## config.mk

```make
export PLATFORM = sky130hd
export DESIGN_NAME = mem_arbiter
export DESIGN_NICKNAME = d
export VERILOG_FILES = /design/src/rtl/kasumi_pkg.sv /design/src/rtl/arb_starve_ctr.sv /design/src/rtl/mem_arbiter.sv
export SDC_FILE = /design/constraint.sdc
export NUM_CORES = 1
export LEC_CHECK = 0
export BUFFER_PORTS_ARGS = -buffer_cell sky130_fd_sc_hd__buf_2
export CAP_MARGIN = 20
export CORE_AREA = 2 2 106 108
export CTS_CLUSTER_SIZE = 28
export DETAILED_ROUTE_END_ITERATION = 12
export DIE_AREA = 0 0 108 110
export PLACE_DENSITY = 0.78
export REMOVE_ABC_BUFFERS = 1
export SETUP_SLACK_MARGIN = 0.15
export SYNTH_ARGS = -nofsm -noshare
export SYNTH_HDL_FRONTEND = slang
export SYNTH_SLANG_ARGS = --single-unit
export TNS_END_PERCENT = 30
```

## constraint.sdc

```tcl
create_clock -name clk -period 3.5 [get_ports clk]
set_input_delay 1.05 -clock clk [delete_from_list [all_inputs] [get_ports clk]]
set_output_delay 1.05 -clock clk [all_outputs]
set_load 0.02 [all_outputs]
```

## src/rtl/kasumi_pkg.sv

```systemverilog
// Shared definitions for the unified-memory arbiter: state encoding and
// default bus widths.
package kasumi_pkg;

    localparam int DEF_ADDR_W     = 32;
    localparam int DEF_DATA_W     = 32;
    localparam int DEF_STARVE_MAX = 4;

    localparam logic [1:0] ST_IDLE    = 2'd0;
    localparam logic [1:0] ST_BUSY_IF = 2'd1;
    localparam logic [1:0] ST_BUSY_D  = 2'd2;
    localparam logic [1:0] ST_DRAIN   = 2'd3;

    typedef enum logic [1:0] {
        S_IDLE    = ST_IDLE,
        S_BUSY_IF = ST_BUSY_IF,
        S_BUSY_D  = ST_BUSY_D,
        S_DRAIN   = ST_DRAIN
    } arb_state_e;

endpackage

```

## src/rtl/arb_starve_ctr.sv

```systemverilog
// Saturating count of consecutive data grants taken while a fetch waits;
// at_max tells the arbiter that the fetch must win the next arbitration.
module arb_starve_ctr #(
    parameter int MAX = 4,
    parameter int W   = $clog2(MAX + 1)
) (
    input  logic clk,
    input  logic rst,
    input  logic inc,
    input  logic clr,
    output logic at_max
);

    logic [W-1:0] cnt_r;

    // Counter register: clear has priority, increment saturates at MAX
    always_ff @(posedge clk or posedge rst) begin
        if (rst) begin
            cnt_r <= '0;
        end else if (clr) begin
            cnt_r <= '0;
        end else if (inc && !at_max) begin
            cnt_r <= cnt_r + W'(1);
        end else begin
            cnt_r <= cnt_r;
        end
    end

    assign at_max = (cnt_r == W'(MAX));

endmodule

```

## src/rtl/mem_arbiter.sv

```systemverilog
// Arbiter sharing one single-port memory between instruction fetch and the
// load/store stage, with stall generation and stale-fetch dropping on flush.
module mem_arbiter import kasumi_pkg::*; #(
    parameter int ADDR_W     = DEF_ADDR_W,
    parameter int DATA_W     = DEF_DATA_W,
    parameter int STARVE_MAX = DEF_STARVE_MAX
) (
    input  logic                clk,
    input  logic                rst,
    input  logic                flush,
    input  logic                if_req,
    input  logic [ADDR_W-1:0]   if_addr,
    output logic                if_ack,
    output logic [DATA_W-1:0]   if_rdata,
    input  logic                d_req,
    input  logic                d_we,
    input  logic [DATA_W/8-1:0] d_wstrb,
    input  logic [ADDR_W-1:0]   d_addr,
    input  logic [DATA_W-1:0]   d_wdata,
    output logic                d_ack,
    output logic [DATA_W-1:0]   d_rdata,
    output logic                mem_req,
    output logic                mem_we,
    output logic [DATA_W/8-1:0] mem_wstrb,
    output logic [ADDR_W-1:0]   mem_addr,
    output logic [DATA_W-1:0]   mem_wdata,
    input  logic                mem_ack,
    input  logic [DATA_W-1:0]   mem_rdata,
    output logic                if_stall,
    output logic                d_stall
);

    arb_state_e          state_r;
    arb_state_e          next_state_s;
    logic                fetch_ok_s;
    logic                grant_if_s;
    logic                grant_d_s;
    logic                starve_inc_s;
    logic                starve_clr_s;
    logic                starve_max_s;
    logic                mem_req_r;
    logic                mem_we_r;
    logic [DATA_W/8-1:0] mem_wstrb_r;
    logic [ADDR_W-1:0]   mem_addr_r;
    logic [DATA_W-1:0]   mem_wdata_r;

    arb_starve_ctr #(
        .MAX (STARVE_MAX)
    ) u_starve (
        .clk    (clk),
        .rst    (rst),
        .inc    (starve_inc_s),
        .clr    (starve_clr_s),
        .at_max (starve_max_s)
    );

    // State register
    always_ff @(posedge clk or posedge rst) begin
        if (rst) begin
            state_r <= S_IDLE;
        end else begin
            state_r <= next_state_s;
        end
    end

    // Arbitration and next-state; a flushed fetch is never granted
    always_comb begin
        next_state_s = state_r;
        grant_if_s   = 1'b0;
        grant_d_s    = 1'b0;
        starve_inc_s = 1'b0;
        starve_clr_s = 1'b0;
        fetch_ok_s   = if_req & ~flush;
        case (state_r)
            S_IDLE: begin
                if (fetch_ok_s && (!d_req || starve_max_s)) begin
                    grant_if_s   = 1'b1;
                    starve_clr_s = 1'b1;
                    next_state_s = S_BUSY_IF;
                end else if (d_req) begin
                    grant_d_s    = 1'b1;
                    starve_inc_s = if_req;
                    next_state_s = S_BUSY_D;
                end else begin
                    next_state_s = S_IDLE;
                end
            end
            S_BUSY_IF: begin
                if (mem_ack) begin
                    next_state_s = S_IDLE;
                end else if (flush) begin
                    next_state_s = S_DRAIN;
                end else begin
                    next_state_s = S_BUSY_IF;
                end
            end
            S_BUSY_D: begin
                if (mem_ack) begin
                    next_state_s = S_IDLE;
                end else begin
                    next_state_s = S_BUSY_D;
                end
            end
            S_DRAIN: begin
                if (mem_ack) begin
                    next_state_s = S_IDLE;
                end else begin
                    next_state_s = S_DRAIN;
                end
            end
            default: begin
                next_state_s = S_IDLE;
            end
        endcase
    end

    // Memory-side request registers, loaded on grant and released on ack
    always_ff @(posedge clk or posedge rst) begin
        if (rst) begin
            mem_req_r   <= 1'b0;
            mem_we_r    <= 1'b0;
            mem_wstrb_r <= '0;
            mem_addr_r  <= '0;
            mem_wdata_r <= '0;
        end else if (grant_if_s) begin
            mem_req_r   <= 1'b1;
            mem_we_r    <= 1'b0;
            mem_wstrb_r <= '0;
            mem_addr_r  <= if_addr;
            mem_wdata_r <= '0;
        end else if (grant_d_s) begin
            mem_req_r   <= 1'b1;
            mem_we_r    <= d_we;
            mem_wstrb_r <= d_wstrb;
            mem_addr_r  <= d_addr;
            mem_wdata_r <= d_wdata;
        end else if (mem_ack && (state_r != S_IDLE)) begin
            mem_req_r   <= 1'b0;
        end else begin
            mem_req_r   <= mem_req_r;
        end
    end

    // Requester-side completion; acks follow mem_ack within the same cycle
    always_comb begin
        if_ack   = 1'b0;
        if_rdata = '0;
        d_ack    = 1'b0;
        d_rdata  = '0;
        case (state_r)
            S_BUSY_IF: begin
                if_ack   = mem_ack & ~flush;
                if_rdata = mem_rdata;
            end
            S_BUSY_D: begin
                d_ack    = mem_ack;
                d_rdata  = mem_rdata;
            end
            default: begin
                if_ack   = 1'b0;
                d_ack    = 1'b0;
            end
        endcase
    end

    assign mem_req   = mem_req_r;
    assign mem_we    = mem_we_r;
    assign mem_wstrb = mem_wstrb_r;
    assign mem_addr  = mem_addr_r;
    assign mem_wdata = mem_wdata_r;
    assign if_stall  = if_req & ~if_ack;
    assign d_stall   = d_req & ~d_ack;

endmodule

```

Word level (Yosys, flattened, before mapping). Cells that the tools add are included.

Equality and inequality tests: 4. Add/subtract/negate cells: 1. Muxes and demuxes: 32. Bitwise operators: 7. Reductions and logical operators: 11.

Operators with widths (count): 32-bit 2-to-1 mux (6); 1-bit 2-to-1 mux (15); 2-bit 2-to-1 mux (6); 4-bit 2-to-1 mux (2); 2-bit one-hot mux with 4 select lines (1); 3-bit 2-to-1 mux (2); 2-bit nonzero test (3); 1-bit bitwise AND (4); 2-bit == test (second input constant) (2); 3-bit by 1-bit adder with 3-bit output (second input constant) (1); 3-bit == test (second input constant) (1); 1-bit logical AND (3); 1-bit NOT (3); 3-bit nonzero test (1); 2-bit by 1-bit == test with 1-bit output (second input constant) (1); 1-bit logical NOT (2); 2-bit logical NOT (1); 1-bit logical OR (1).

Word-level logic and storage cells: 62. Output and inout bits: 138. Flip-flop bits (word level): 75. Bits of input ports: 139.

Depth between registers and ports, before layout.
Word-level depth: 8. Gate-level depth with buffers: 7. Depth with buffers taken out: 5.

Hierarchy. A second synthesis with hierarchy kept.

Cells, all modules: 299. Area total of the unflattened synthesis: 3692.3 um^2.

By module, submodules not included: mem_arbiter (instances 1, cells an instance 280, area an instance 3490.8 um^2, seq. area each 1801.7 um^2); arb_starve_ctr (instances 1, cells an instance 19, area an instance 201.4 um^2, seq. area each 75.1 um^2).

Worst setup path after synthesis. No wires, ideal clock.

Path type: in2out. From: input flush. To: output if_stall. Arrival time: 1631 ps. Data required time: 2450 ps. Buffers on the path: 0. Setup slack: 819 ps. Stages on the path: 2. Path through: and3b_1 nor2b_1.

Word-level cells in the longest chain between the ends: 5.

RTL lines: start, declared (RTL line mem_arbiter.sv:10) `input logic flush,`; 1-bit NOT (RTL line mem_arbiter.sv:152) `if_ack = mem_ack & ~flush;`; 1-bit bitwise AND (RTL line mem_arbiter.sv:152); 1-bit 2-to-1 mux (RTL line mem_arbiter.sv:150) `case (state_r)`; 1-bit NOT (RTL line mem_arbiter.sv:171) `assign if_stall = if_req & ~if_ack;`; 1-bit bitwise AND (RTL line mem_arbiter.sv:171); end, declared (RTL line mem_arbiter.sv:29) `output logic if_stall,`.

Every way passes these cells.

Worst setup path in the final report.
From: register state_r[1]. To: output d_rdata[15].

Word-level cells in the longest chain between the ends: 2.

RTL lines: start, declared (RTL line mem_arbiter.sv:33) `arb_state_e state_r;`; start signal, assigned (RTL line mem_arbiter.sv:62) `state_r <= next_state_s;`; 2-bit == test (RTL line mem_arbiter.sv:150); 32-bit 2-to-1 mux (RTL line mem_arbiter.sv:150); end, declared (RTL line mem_arbiter.sv:21) `output logic [DATA_W-1:0] d_rdata,`.

Every way passes these cells.

==> metrics.md <==
| Metric | Value |
|---|---|
| Wire length of the first global-routing pass | between 15 and 20 mm |
| Vertical extent of the die | roughly 110 um |
| HPWL after detailed placement | roughly 9.3 mm |
| Slew Limit Headroom | 0.567 |
| Clock Sink Count | 75 |
| Iteration-0 DRC count of the detailed router | around 220 |
| Post-DR vias/cell | approximately 5 |
| Worst Path Max Fanout | 32 |
| Synth Warn # | 0 |
| Number of unique standard cell types used by synthesis | 28 |
| Seq/Total Area, Yosys | 0.533 |
| Number of cell rows | 38 |
| Average routed wire per standard cell | between 15 and 20 um |
| Die boundary width | between 100 and 150 um |
| Count of state elements after synthesis | 75 |
| Worst voltage drop across the vdd grid | between 300 and 400 uV |
| Count of nets after finishing | approximately 700 |
| Hold Worst Slack | between 0.5 and 0.6 ns |
| Static leakage | roughly 0.003 uW |
| Utilization of the core after routing | 0.487 |
| Worst min-delay path class | reg2reg |
| Cell count after synthesis | 306 |
| Clock slew at the register clock pins of the worst setup and hold paths | around 0.08 ns |
| Max stage delay on crit path | 0.49 ns |
| Count of placed standard cells in the final layout, fillers left out | between 700 and 800 |
| Post-detailed-placement cell area | 5030 um2 |
| Number of stages on the worst setup path | 4 |
| Total track usage | 0.193 |
| First-pass DRT Iterations | 4 |
| Detailed Route WL | approximately 12 mm |
| Power density over cell area | 772 nW/um2 |
| Worst Setup Start Kind | flip-flop |
| Number of buffers inserted during clock tree synthesis | 9 |
| Count of buffer and inverter cells on the critical path | 2 |
| Number of gates resized after cts | 0 |
| Diodes inserted | 0 |
| Number of H-tree levels | 3 |
| Number of buffers on the longest clock path | 2 |
| Setup Viol. Count Final | 0 |
| Average footprint of a synthesized cell | around 12 um2 |
| Setup skew after layout | 0.0115 ns |
| Initial core utilization | 0.329 |
| Run status | complete, no violations |
| RSZ-0062 raised after global routing | false |
| Top Family by Delay on Critical Path | flip-flops |
| Number of antenna violations at the first check in global routing | 1 |
| Worst hold path cell count | 1 |
| Overflow left after global routing | 0 |
| Count of cells along the worst register-to-register path | 7 |
| Data arrival time of the critical path | 1.73 ns |
| Final hold viol count | 0 |
| Critical path endpoint category | output pin |
| Post-route DRC | 0 |
| Placeable core area | roughly 11,000 um2 |
| Sum of negative setup slack | 0 ns |
| Number of global-route vias before repair | about 3,400 |
| Type of the setup path with the least slack | reg2out |
| Area added between synthesis and finish | 48.1% |
| Full die area | about 12,000 um2 |
| Area used by sequential logic in the layout | between 1500 and 2000 um2 |
| Highest Clock Rate | approximately 0.36 GHz |
| Part of the cycle the worst path needs | 0.794 |
| Placer congestion estimate | about 0.82 |
| Synthesized cell area | ~3500 um2 |
| Total placed cells including tap cells | approximately 700 |
| Buffers on Ports | around 280 |
| Hold-fix buffers at CTS | 0 |
| Vias after detailed routing | about 3,600 |
| Clock network latency to the later pin of the worst-skew pair | 0.33 ns |
| Clock root buffer | sky130_fd_sc_hd__clkbuf_8 |
| Slowest stage cell, crit path | sky130_fd_sc_hd__dfrtp_1 |
| Cell chain of the critical path | nor2b_1 > buf_4 > and2_1 > buf_2 |
| Post-detailed-route count of antenna-violating nets | 0 |
| Max Cap Viol | 0 |
| Worst EP required | around 2.5 ns |
| Area occupied by multi-input gates | approximately 1500 um2 |
| Transition at the pin with the smallest max-transition slack | 0.649 ns |
| Post-CTS Setup Repair Bufs | 0 |
| Min Clock Period, post-route | 2.78 ns |
| Fraction of layout instances using a drive strength above 1 | 0.528 |
| Design Area, Final | around 5200 um2 |
| Number of fillers in the final layout | between 1,000 and 1,500 |
| Pin count of the biggest net entering global routing | 60 |
| Clock tree from TritonCTS | built |
| Num ports | ~280 |
| Max Transition Viols Final | 0 |
-- cells by family (layout without fill, tap and decap cells) --
group	count (synthesis)	count (layout)	share of synthesized area
and+or+nand+nor	114	114	0.206
AOI/OAI and AO/OA	81	81	0.203
DFF	75	75	0.533
buffers and inverters	33	306	0.0473
adders and majority gates	2	2	0.00711
muxes	1	1	0.00284
-- per-stage QoR --
stage | total power (uW) | worst slack, ns
floorplan | 2640 | -0.434
global placement | 3370 | 0.749
detailed placement | 3420 | 0.655
CTS | 4050 | 0.713
global route | 4260 | 0.621
finish | 4020 | 0.720
-- report_power, final --
part	internal, uW	switching, uW	total, uW	leakage [uW]
registers	1240	236	1480	0.000938
logic	759	1180	1940	0.00201
clock network	255	349	604	0.0000815
-- worst reg2reg max path, stage by stage (launching register included) --
cell                       delay (ns)
sky130_fd_sc_hd__dfrtp_1         0.41
sky130_fd_sc_hd__inv_1           0.07
sky130_fd_sc_hd__ha_1            0.19
sky130_fd_sc_hd__nand4b_1        0.10
sky130_fd_sc_hd__and3_2          0.27
sky130_fd_sc_hd__buf_12          0.20
sky130_fd_sc_hd__buf_4           0.22
sky130_fd_sc_hd__a221o_1         0.34
-- Yosys cell counts, drive strengths merged --
library cell	count	area (um2)
buf	9	76.3
a21oi	4	20.0
a22o	37	324
dfrtp	75	1880
nor2	2	7.51
or4b	1	10.0
clkbuf	18	67.6
nand4	1	6.26
nand4b	1	8.76
ha	2	25.0
mux2i	1	10.0
o21ai	4	20.0
o22ai	1	6.26
and2	65	407
or3	1	6.26
a221o	32	320
nor4b	1	15.0
or3b	1	8.76
and3	33	206
nor3	1	5.00
nor2b	6	37.5
and3b	1	8.76
inv	6	22.5
a21boi	1	7.51
a21bo	1	10.0
o21bai	1	7.51
-- cell type report --
| class | count | area share |
|---|---|---|
| well taps | 140 | 0.0336 |
| inverters | 6 | 0.00432 |
| multi-input cells | 198 | 0.287 |
| clock buffers | 9 | 0.0238 |
| clock inverters | 6 | 0.00816 |
| flip-flops and latches | 75 | 0.360 |
| repair buffers | 285 | 0.283 |
-- flip-flops by register name (all words and copies together), names as in the netlist --
signal,cells
mem_addr,32
state_r,2
mem_wstrb,4
u_starve.cnt_r,3
mem_we,1
mem_wdata,32
mem_req,1
-- cell usage in the layout (no fill, tap or decap), types with 5 or more instances in the layout --
master and instances:
sky130_fd_sc_hd__dfrtp_1 75, sky130_fd_sc_hd__a22o_1 37, sky130_fd_sc_hd__buf_4 7, sky130_fd_sc_hd__clkbuf_8 9
sky130_fd_sc_hd__and3_1 32, sky130_fd_sc_hd__buf_2 276, sky130_fd_sc_hd__a221o_1 32, sky130_fd_sc_hd__and2_1 65
sky130_fd_sc_hd__inv_1 5, sky130_fd_sc_hd__nor2b_1 6
-- worst paths after layout --
check,startpoint,end,slack [ns]
worst max-delay path,state_r[1],d_rdata[15],0.72
max in group asynchronous,rst,mem_wdata[19],2.03
worst min-delay path,mem_wdata[19],mem_wdata[19],0.50
worst max register to register,u_starve.cnt_r[0],mem_addr[27],1.58
min in group asynchronous,rst,mem_we,0.79
worst min register to register,mem_wdata[19],mem_wdata[19],0.50
-- routing by layer --
metal,up-vias,track usage,share of wire
met2,145,0.301,0.48
li1,1671,-,-
met4,0,0.0540,0.013
met5,-,0,0
met1,1803,0.271,0.44
met3,15,0.0423,0.067
No activity file was read; power rests on OpenSTA's default activity.
